## src/rtl/bp_me_stream_block_collector_pkg.sv

```systemverilog
// Shared BedRock stream types and the beat-count helper used by collector and pump blocks.
package bp_me_stream_block_collector_pkg;

  localparam int bedrock_msg_type_width_gp = 4;
  localparam int bedrock_subop_width_gp    = 4;
  localparam int bedrock_msg_size_width_gp = 3;

  typedef enum logic [3:0] {
    e_bedrock_mem_rd    = 4'd0,
    e_bedrock_mem_wr    = 4'd1,
    e_bedrock_mem_uc_rd = 4'd2,
    e_bedrock_mem_uc_wr = 4'd3,
    e_bedrock_mem_pre   = 4'd4,
    e_bedrock_mem_amo   = 4'd5
  } bp_bedrock_mem_type_e;

  // Size field encodes log2 of the message size in bytes.
  typedef enum logic [2:0] {
    e_bedrock_msg_size_1   = 3'd0,
    e_bedrock_msg_size_2   = 3'd1,
    e_bedrock_msg_size_4   = 3'd2,
    e_bedrock_msg_size_8   = 3'd3,
    e_bedrock_msg_size_16  = 3'd4,
    e_bedrock_msg_size_32  = 3'd5,
    e_bedrock_msg_size_64  = 3'd6,
    e_bedrock_msg_size_128 = 3'd7
  } bp_bedrock_msg_size_e;

  typedef enum logic [1:0] {
    e_ready   = 2'd0,
    e_collect = 2'd1,
    e_send    = 2'd2
  } bp_me_collector_state_e;

  // log2 of the beat count of a message: data-carrying types span size/beat
  // beats (at least one); everything else is one beat. Saturates at max_beats_lg.
  function automatic logic [7:0] bp_me_stream_beats_lg(
    input logic [2:0]  size,
    input logic [3:0]  msg_type,
    input int unsigned stream_mask,
    input int          in_bytes_lg,
    input int          max_beats_lg
  );
    int beats_lg;
    beats_lg = 0;
    if (stream_mask[msg_type] && (int'(size) > in_bytes_lg))
      beats_lg = int'(size) - in_bytes_lg;
    if (beats_lg > max_beats_lg)
      beats_lg = max_beats_lg;
    return 8'(beats_lg);
  endfunction

endpackage

```

## src/rtl/bp_me_stream_block_collector_buffer.sv

```systemverilog
// Slot-addressed block buffer with a replicate-on-read output mux.
module bp_me_stream_block_collector_buffer
  #(parameter int in_data_width_p  = 64
    , parameter int out_data_width_p = 512
    , localparam int slots_lp     = out_data_width_p / in_data_width_p
    , localparam int slot_w_lp    = ($clog2(slots_lp) > 0) ? $clog2(slots_lp) : 1
    , localparam int out_bytes_lp = out_data_width_p / 8
    , localparam int idx_w_lp     = $clog2(out_bytes_lp)
    )
  (input  logic                        clk_i
   , input  logic                        reset_i
   , input  logic                        w_v_i
   , input  logic [slot_w_lp-1:0]        w_slot_i
   , input  logic [in_data_width_p-1:0]  w_data_i
   , input  logic [7:0]                  gran_lg_i
   , output logic [out_data_width_p-1:0] data_o
   );

  localparam int in_bytes_lp = in_data_width_p / 8;

  logic [in_data_width_p-1:0] slot_q [slots_lp];
  logic [slots_lp-1:0]        slot_we;
  logic [7:0]                 flat_bytes [out_bytes_lp];
  logic [idx_w_lp-1:0]        gran_mask;

  // One write enable per slot, decoded from the write slot index.
  for (genvar gi = 0; gi < slots_lp; gi++) begin : g_we
    assign slot_we[gi] = w_v_i && (w_slot_i == slot_w_lp'(gi));
  end

  // Slot storage; cleared on reset so no stale block survives a reset.
  always_ff @(posedge clk_i) begin
    for (int i = 0; i < slots_lp; i++) begin
      if (reset_i)
        slot_q[i] <= '0;
      else if (slot_we[i])
        slot_q[i] <= w_data_i;
    end
  end

  // Byte view of the buffer in address order.
  for (genvar gi = 0; gi < out_bytes_lp; gi++) begin : g_flat
    assign flat_bytes[gi] = slot_q[gi / in_bytes_lp][8*(gi % in_bytes_lp) +: 8];
  end

  // Low-ones mask of width gran_lg: output byte i reads buffer byte i mod 2^gran_lg.
  always_comb begin
    gran_mask = '0;
    for (int i = 0; i < idx_w_lp; i++)
      gran_mask[i] = (gran_lg_i > 8'(i));
  end

  for (genvar gi = 0; gi < out_bytes_lp; gi++) begin : g_rep
    assign data_o[8*gi +: 8] = flat_bytes[idx_w_lp'(gi) & gran_mask];
  end

endmodule

```

## src/rtl/bp_me_stream_block_collector.sv

```systemverilog
// Collects a multi-beat BedRock stream message into a single block-wide message.
// Header layout (LSB first): msg_type[4], subop[4], addr[paddr], size[3], payload.
module bp_me_stream_block_collector
  import bp_me_stream_block_collector_pkg::*;
  #(parameter int paddr_width_p = 40
    , parameter int in_data_width_p = 64
    , parameter int out_data_width_p = 512
    , parameter int payload_width_p = 16
    , parameter int unsigned stream_mask_p = (1 << e_bedrock_mem_wr) | (1 << e_bedrock_mem_uc_wr)
    , localparam int header_width_lp = payload_width_p + bedrock_msg_size_width_gp
                                       + paddr_width_p + bedrock_subop_width_gp
                                       + bedrock_msg_type_width_gp
    )
  (input  logic                        clk_i
   , input  logic                        reset_i
   , input  logic [header_width_lp-1:0]  in_msg_header_i
   , input  logic [in_data_width_p-1:0]  in_msg_data_i
   , input  logic                        in_msg_v_i
   , output logic                        in_msg_ready_and_o
   , output logic [header_width_lp-1:0]  out_msg_header_o
   , output logic [out_data_width_p-1:0] out_msg_data_o
   , output logic                        out_msg_v_o
   , input  logic                        out_msg_ready_and_i
   );

  localparam int in_bytes_lg_lp  = $clog2(in_data_width_p / 8);
  localparam int out_bytes_lg_lp = $clog2(out_data_width_p / 8);
  localparam int slots_lp        = out_data_width_p / in_data_width_p;
  localparam int max_beats_lg_lp = $clog2(slots_lp);
  localparam int slot_w_lp       = (max_beats_lg_lp > 0) ? max_beats_lg_lp : 1;
  localparam int addr_off_lp     = bedrock_msg_type_width_gp + bedrock_subop_width_gp;
  localparam int size_off_lp     = addr_off_lp + paddr_width_p;

  bp_me_collector_state_e     state_q, state_d;
  logic [slot_w_lp:0]         cnt_q, cnt_d;
  logic [slot_w_lp-1:0]       base_q, base_d;
  logic [slot_w_lp-1:0]       n_mask_q, n_mask_d;
  logic [7:0]                 gran_lg_q, gran_lg_d;
  logic [header_width_lp-1:0] header_q, header_d;
  logic                       v_q, v_d;

  logic [3:0]                 in_type;
  logic [2:0]                 in_size;
  logic [out_bytes_lg_lp-1:0] in_blk_off;
  logic [7:0]                 in_beats_lg;
  logic [slot_w_lp-1:0]       in_n_mask;
  logic [slot_w_lp-1:0]       in_base;
  int                         gran_int;
  logic                       in_accept;
  logic                       out_accept;
  logic                       wr_v;
  logic [slot_w_lp-1:0]       wr_slot;

  // Decode the incoming header: beat count, first slot and replication granule.
  always_comb begin
    in_type     = in_msg_header_i[0 +: bedrock_msg_type_width_gp];
    in_size     = in_msg_header_i[size_off_lp +: bedrock_msg_size_width_gp];
    in_blk_off  = in_msg_header_i[addr_off_lp +: out_bytes_lg_lp];
    in_beats_lg = bp_me_stream_beats_lg(in_size, in_type, stream_mask_p,
                                        in_bytes_lg_lp, max_beats_lg_lp);
    in_n_mask   = slot_w_lp'((32'd1 << in_beats_lg) - 32'd1);
    // Critical-word-first: the first beat belongs at the addressed beat within the N-beat window.
    in_base     = slot_w_lp'(in_blk_off >> in_bytes_lg_lp) & in_n_mask;
    // Replicate at the message size, but never wider than the data actually collected.
    gran_int    = int'(in_size);
    if (gran_int > int'(in_beats_lg) + in_bytes_lg_lp)
      gran_int = int'(in_beats_lg) + in_bytes_lg_lp;
    if (gran_int > out_bytes_lg_lp)
      gran_int = out_bytes_lg_lp;
  end

  assign in_msg_ready_and_o = (state_q != e_send);

  // Next-state logic for the ready/collect/send sequence.
  always_comb begin
    state_d    = state_q;
    cnt_d      = cnt_q;
    base_d     = base_q;
    n_mask_d   = n_mask_q;
    gran_lg_d  = gran_lg_q;
    header_d   = header_q;
    v_d        = v_q;
    wr_v       = 1'b0;
    wr_slot    = '0;
    in_accept  = in_msg_v_i & in_msg_ready_and_o;
    out_accept = v_q & out_msg_ready_and_i;
    case (state_q)
      e_ready: begin
        if (in_accept) begin
          header_d  = in_msg_header_i;
          base_d    = in_base;
          n_mask_d  = in_n_mask;
          gran_lg_d = 8'(gran_int);
          wr_v      = 1'b1;
          wr_slot   = in_base;
          cnt_d     = (slot_w_lp+1)'(1);
          if (in_n_mask == '0) begin
            state_d = e_send;
            v_d     = 1'b1;
          end else begin
            state_d = e_collect;
          end
        end
      end
      e_collect: begin
        if (in_accept) begin
          wr_v    = 1'b1;
          wr_slot = (base_q + cnt_q[slot_w_lp-1:0]) & n_mask_q;
          cnt_d   = cnt_q + (slot_w_lp+1)'(1);
          if (cnt_q == {1'b0, n_mask_q}) begin
            state_d = e_send;
            v_d     = 1'b1;
          end
        end
      end
      e_send: begin
        // Input is held off for this cycle even on handshake; the bubble is deliberate.
        if (out_accept) begin
          v_d     = 1'b0;
          cnt_d   = '0;
          state_d = e_ready;
        end
      end
      default: state_d = e_ready;
    endcase
  end

  // State and output registers.
  always_ff @(posedge clk_i) begin
    if (reset_i) begin
      state_q   <= e_ready;
      cnt_q     <= '0;
      base_q    <= '0;
      n_mask_q  <= '0;
      gran_lg_q <= '0;
      header_q  <= '0;
      v_q       <= 1'b0;
    end else begin
      state_q   <= state_d;
      cnt_q     <= cnt_d;
      base_q    <= base_d;
      n_mask_q  <= n_mask_d;
      gran_lg_q <= gran_lg_d;
      header_q  <= header_d;
      v_q       <= v_d;
    end
  end

  bp_me_stream_block_collector_buffer
    #(.in_data_width_p(in_data_width_p)
      ,.out_data_width_p(out_data_width_p)
      )
    buffer
     (.clk_i(clk_i)
      ,.reset_i(reset_i)
      ,.w_v_i(wr_v)
      ,.w_slot_i(wr_slot)
      ,.w_data_i(in_msg_data_i)
      ,.gran_lg_i(gran_lg_q)
      ,.data_o(out_msg_data_o)
      );

  assign out_msg_header_o = header_q;
  assign out_msg_v_o      = v_q;

endmodule

```

## config.mk

```make
export PLATFORM = sky130hd
export DESIGN_NAME = bp_me_stream_block_collector
export DESIGN_NICKNAME = d
export VERILOG_FILES = /design/src/rtl/bp_me_stream_block_collector_pkg.sv /design/src/rtl/bp_me_stream_block_collector_buffer.sv /design/src/rtl/bp_me_stream_block_collector.sv
export SDC_FILE = /design/constraint.sdc
export NUM_CORES = 1
export LEC_CHECK = 0
export BUFFER_PORTS_ARGS = -buffer_cell sky130_fd_sc_hd__buf_4
export CAP_MARGIN = 20
export CORE_AREA = 2 2 281 283
export CTS_BUF_LIST = sky130_fd_sc_hd__clkbuf_4 sky130_fd_sc_hd__clkbuf_8
export CTS_CLUSTER_DIAMETER = 50
export CTS_CLUSTER_SIZE = 25
export DETAILED_ROUTE_END_ITERATION = 8
export DIE_AREA = 0 0 283 285
export MAX_ROUTING_LAYER = met4
export PLACE_DENSITY = 0.7
export SYNTH_ARGS = -nofsm -noshare
export SYNTH_HDL_FRONTEND = slang
export SYNTH_SLANG_ARGS = --single-unit
```

## constraint.sdc

```tcl
create_clock -name clk_i -period 4.4 [get_ports clk_i]
set_input_delay 0.22 -clock clk_i [delete_from_list [all_inputs] [get_ports clk_i]]
set_output_delay 0.22 -clock clk_i [all_outputs]
set_load 0.02 [all_outputs]
```

==> metrics.yaml <==
status: "completed"
via_count: 30200
io_buffers: 715
htree_levels: 3
timing.hold.ws_ns: 0.0445
core_mm2: 0.0780
clockRootBuffer: "clkbuf_8"
rrSetupSlack_ns: 0.79
min_period_ns: 4.33
maxCapViolCount: 0
cts.sinks: 600
ys_top_cells_by_area: "edfxtp_1 (50%), nand2_1 (7.7%), nor2_1 (7.3%), dfxtp_1 (5.7%), mux2i_1 (3.3%)"
viasPerCell: 5.95
synthArstFlopShare: 0
fmax_ghz: 0.231
synthAdderAreaFrac: 0.00629
arrival_ns: 4.11
path_max_fanout: 55
synth_common_cells: "nand2_1 (639), nor2_1 (606), edfxtp_1 (512)"
met1Wirelength_mm: 51.7
rows: 103
nNetsFinal: 4115
skew_ns: 0.0485
slew_headroom: 0.192
yosysMostFrequentCell: "nand2_1"
fp.dieArea_mm2: 0.0807
yosys.area_share.xor_xnor: 0.00197
io_pins: 716
die_h_um: 285
rsz0062_at_grt: "false"
num-fill-cells: 7102
cts_tree: "yes"
initial_core_util: 0.398
synth-seq-cells: 600
crit_type: "register to output pin"
synthMuxAreaShare: 0.0539
hold_path.class: "input pin to register"
setup_viol: 0
grt-ovfl-total: 0
end_kind: "output pin"
ir_drop_mv: 0.417
required_ns: 4.18
grt_pass1_vias: 28600
grt.total_usage: 0.355
die_w_um: 283
clk_pin_slew_ns: 0.11
drive_above_1_share: 0.267
clk_path_buf_depth: 3
drtAntennaViolNets: 0
synth-simple-area-share: 0.198
worstSetupStartpointType: "register"
min_period_over_period: 0.984
drc: 0
synth_top_family_by_area: "simple AND/OR/NAND/NOR gates"
synth_compound_area_frac: 0.140
synth-seq-area-share: 0.552
reg2regPathDepth: 8
cellPowerDensity_mw_per_mm2: 724
slew_violations: 0
synth_edf_count: 512
grt_max_degree: 81
synth_cell_type_count: 83
area_delta_synth_final_pct: 30.0
netlist_area_mm2: 0.0310
clk-insertion-delay-late_ns: 0.70
routed-wl-met3_mm: 18.7
final-hold-violation-count: 0
antenna_found_initial: 6
avgRoutedWirePerCell_um: 28.5
yosys.area.top_type: "edfxtp_1"
numCtsBuffers: 74
min_from: "in_msg_data_i[39]"
r2r-start: "state_q[0]$_SDFFE_PP0P_"
gp_congestion: 0.968
wirelength_mm: 145
reg2reg_to: "buffer.slot_q[0][253]$_SDFFCE_PN0P_"
syn_inst: 3277
met2WireLength_mm: 67.1
grt_pass1_wl_mm: 203
drtPass1Iterations: 6
tightestPinTransition_ns: 1.21
highest-signal-layer: "met4"
synth.yosys.warnings: 0
avgSynthCellArea_um2: 9.47
whs_path_depth: 3
p_leak_nw: 16.7
ys.flop_type: "edfxtp_1"
first_iter_violations: 4216
postCtsSetupBuffers: 0
hpwl_mm: 101
yosys.area.top_type_share: 0.495
whs_endpoint: "buffer.slot_q[0][103]$_SDFFCE_PN0P_"
setup_tns_ns: 0
[how the worst max path moves through the flow]
| stage | start | endpoint | slack, ns | depth (start not counted) |
|---|---|---|---|---|
| 5_1_grt | gran_lg_q[2]$_SDFFE_PP0P_ | out_msg_data_o[405] | 0.02 | 7 |
| 6_report | gran_lg_q[1]$_SDFFE_PP0P_ | out_msg_data_o[422] | 0.07 | 7 |
| 3_3_place_gp | in_msg_header_i[48] | buffer.slot_q[1][118]$_SDFFCE_PN0P_ | 0.71 | 12 |
| 4_1_cts | gran_lg_q[2]$_SDFFE_PP0P_ | out_msg_data_o[403] | 0.1 | 7 |
| 2_1_floorplan | in_msg_header_i[48] | buffer.slot_q[1][192]$_SDFFCE_PN0P_ | 0.33 | 13 |
| 3_5_place_dp | in_msg_header_i[48] | buffer.slot_q[1][254]$_SDFFCE_PN0P_ | 0.63 | 12 |
[metrics by stage]
step                cell area (um^2)  worst slack (ns)  std cells  utilization  power, mW
floorplan                      31100             0.329       3279            -       15.8
global placement               37700             0.712       4863        0.484       23.9
detailed placement             37700             0.631       4863        0.484       24.0
CTS                            40300            0.0956       5072        0.517       29.0
global route                   40400            0.0170       5078        0.518       30.1
finish                         40400            0.0717       5079        0.518       29.2
[critical path, cell delays in order, from the launching register on]
cell,delay (ns)
dfxtp_4,0.51
buf_4,0.45
nand2_1,0.21
nand3_4,0.28
buf_4,0.58
nand2_1,0.58
o21ai_0,0.53
buf_4,0.22
[final cells by class]
| type | instances | area, um^2 | area share |
|---|---|---|---|
| tap | 1050 | 1310 | 0.0325 |
| clock inverter | 54 | 763 | 0.0189 |
| clock buffer | 81 | 1100 | 0.0271 |
| inverter | 62 | 235 | 0.00583 |
| antenna | 5 | 12.5 | 0.000310 |
| sequential | 600 | 17100 | 0.425 |
| timing repair buffer | 884 | 7130 | 0.176 |
| multi-input combinational | 2343 | 12700 | 0.314 |
[per-layer routing]
layer | global-route usage | vias to the layer above
met5 | - | -
met4 | 0.157 | 0
met3 | 0.104 | 410
met2 | 0.554 | 2255
met1 | 0.426 | 14600
li1 | - | 12900
[what timing repair did]
item / 4_1_cts / 5_1_grt
hold endpoints to repair: 75 / 0
gates resized for setup: 0 / 1
hold buffers: 74 / 0
endpoints found under the setup margin: 0 / 1
[flip-flops by register name (all words and copies together) (netlist names)]
signal            flops
buffer.slot_q       512
out_msg_header_o     67
gran_lg_q             8
cnt_q                 4
base_q                3
n_mask_q              3
state_q               2
out_msg_v_o           1
[power by group]
group          switching (mW)  leakage (nW)  internal, mW
registers               0.585          6.03          6.66
logic                    11.0          9.70          5.96
clock network            2.68         0.927          2.31
total                    14.3          16.7          14.9
[layout by cell type (no fill, tap or decap), drive strengths merged, types with 12 or more instances in the layout]
cell,Yosys,layout
a211oi,30,30
a21o,35,35
a21oi,191,191
a22oi,29,29
a31oi,34,34
and2,12,12
and3,23,23
buf,137,810
clkbuf,137,81
clkinv,0,26
dfxtp,88,88
dlygate4sd3,0,74
edfxtp,512,512
ha,14,14
inv,62,80
mux2,58,58
mux2i,102,102
nand2,639,639
nand2b,14,14
nand3,46,46
nor2,611,611
nor3,89,89
o211ai,21,21
o21a,26,26
o21ai,141,141
o221ai,28,28
o22a,19,19
o22ai,32,32
[logic make-up after synthesis]
family                   Yosys count
AO/OA/AOI/OAI                    667
XOR/XNOR                           7
adder cells (fa/ha/maj)           15
buffers and inverters            336
flip-flops                       600
multiplexers                     160
other                              2
AND/OR/NAND/NOR                 1490
Note: power is estimated with default switching activity, not from simulation.
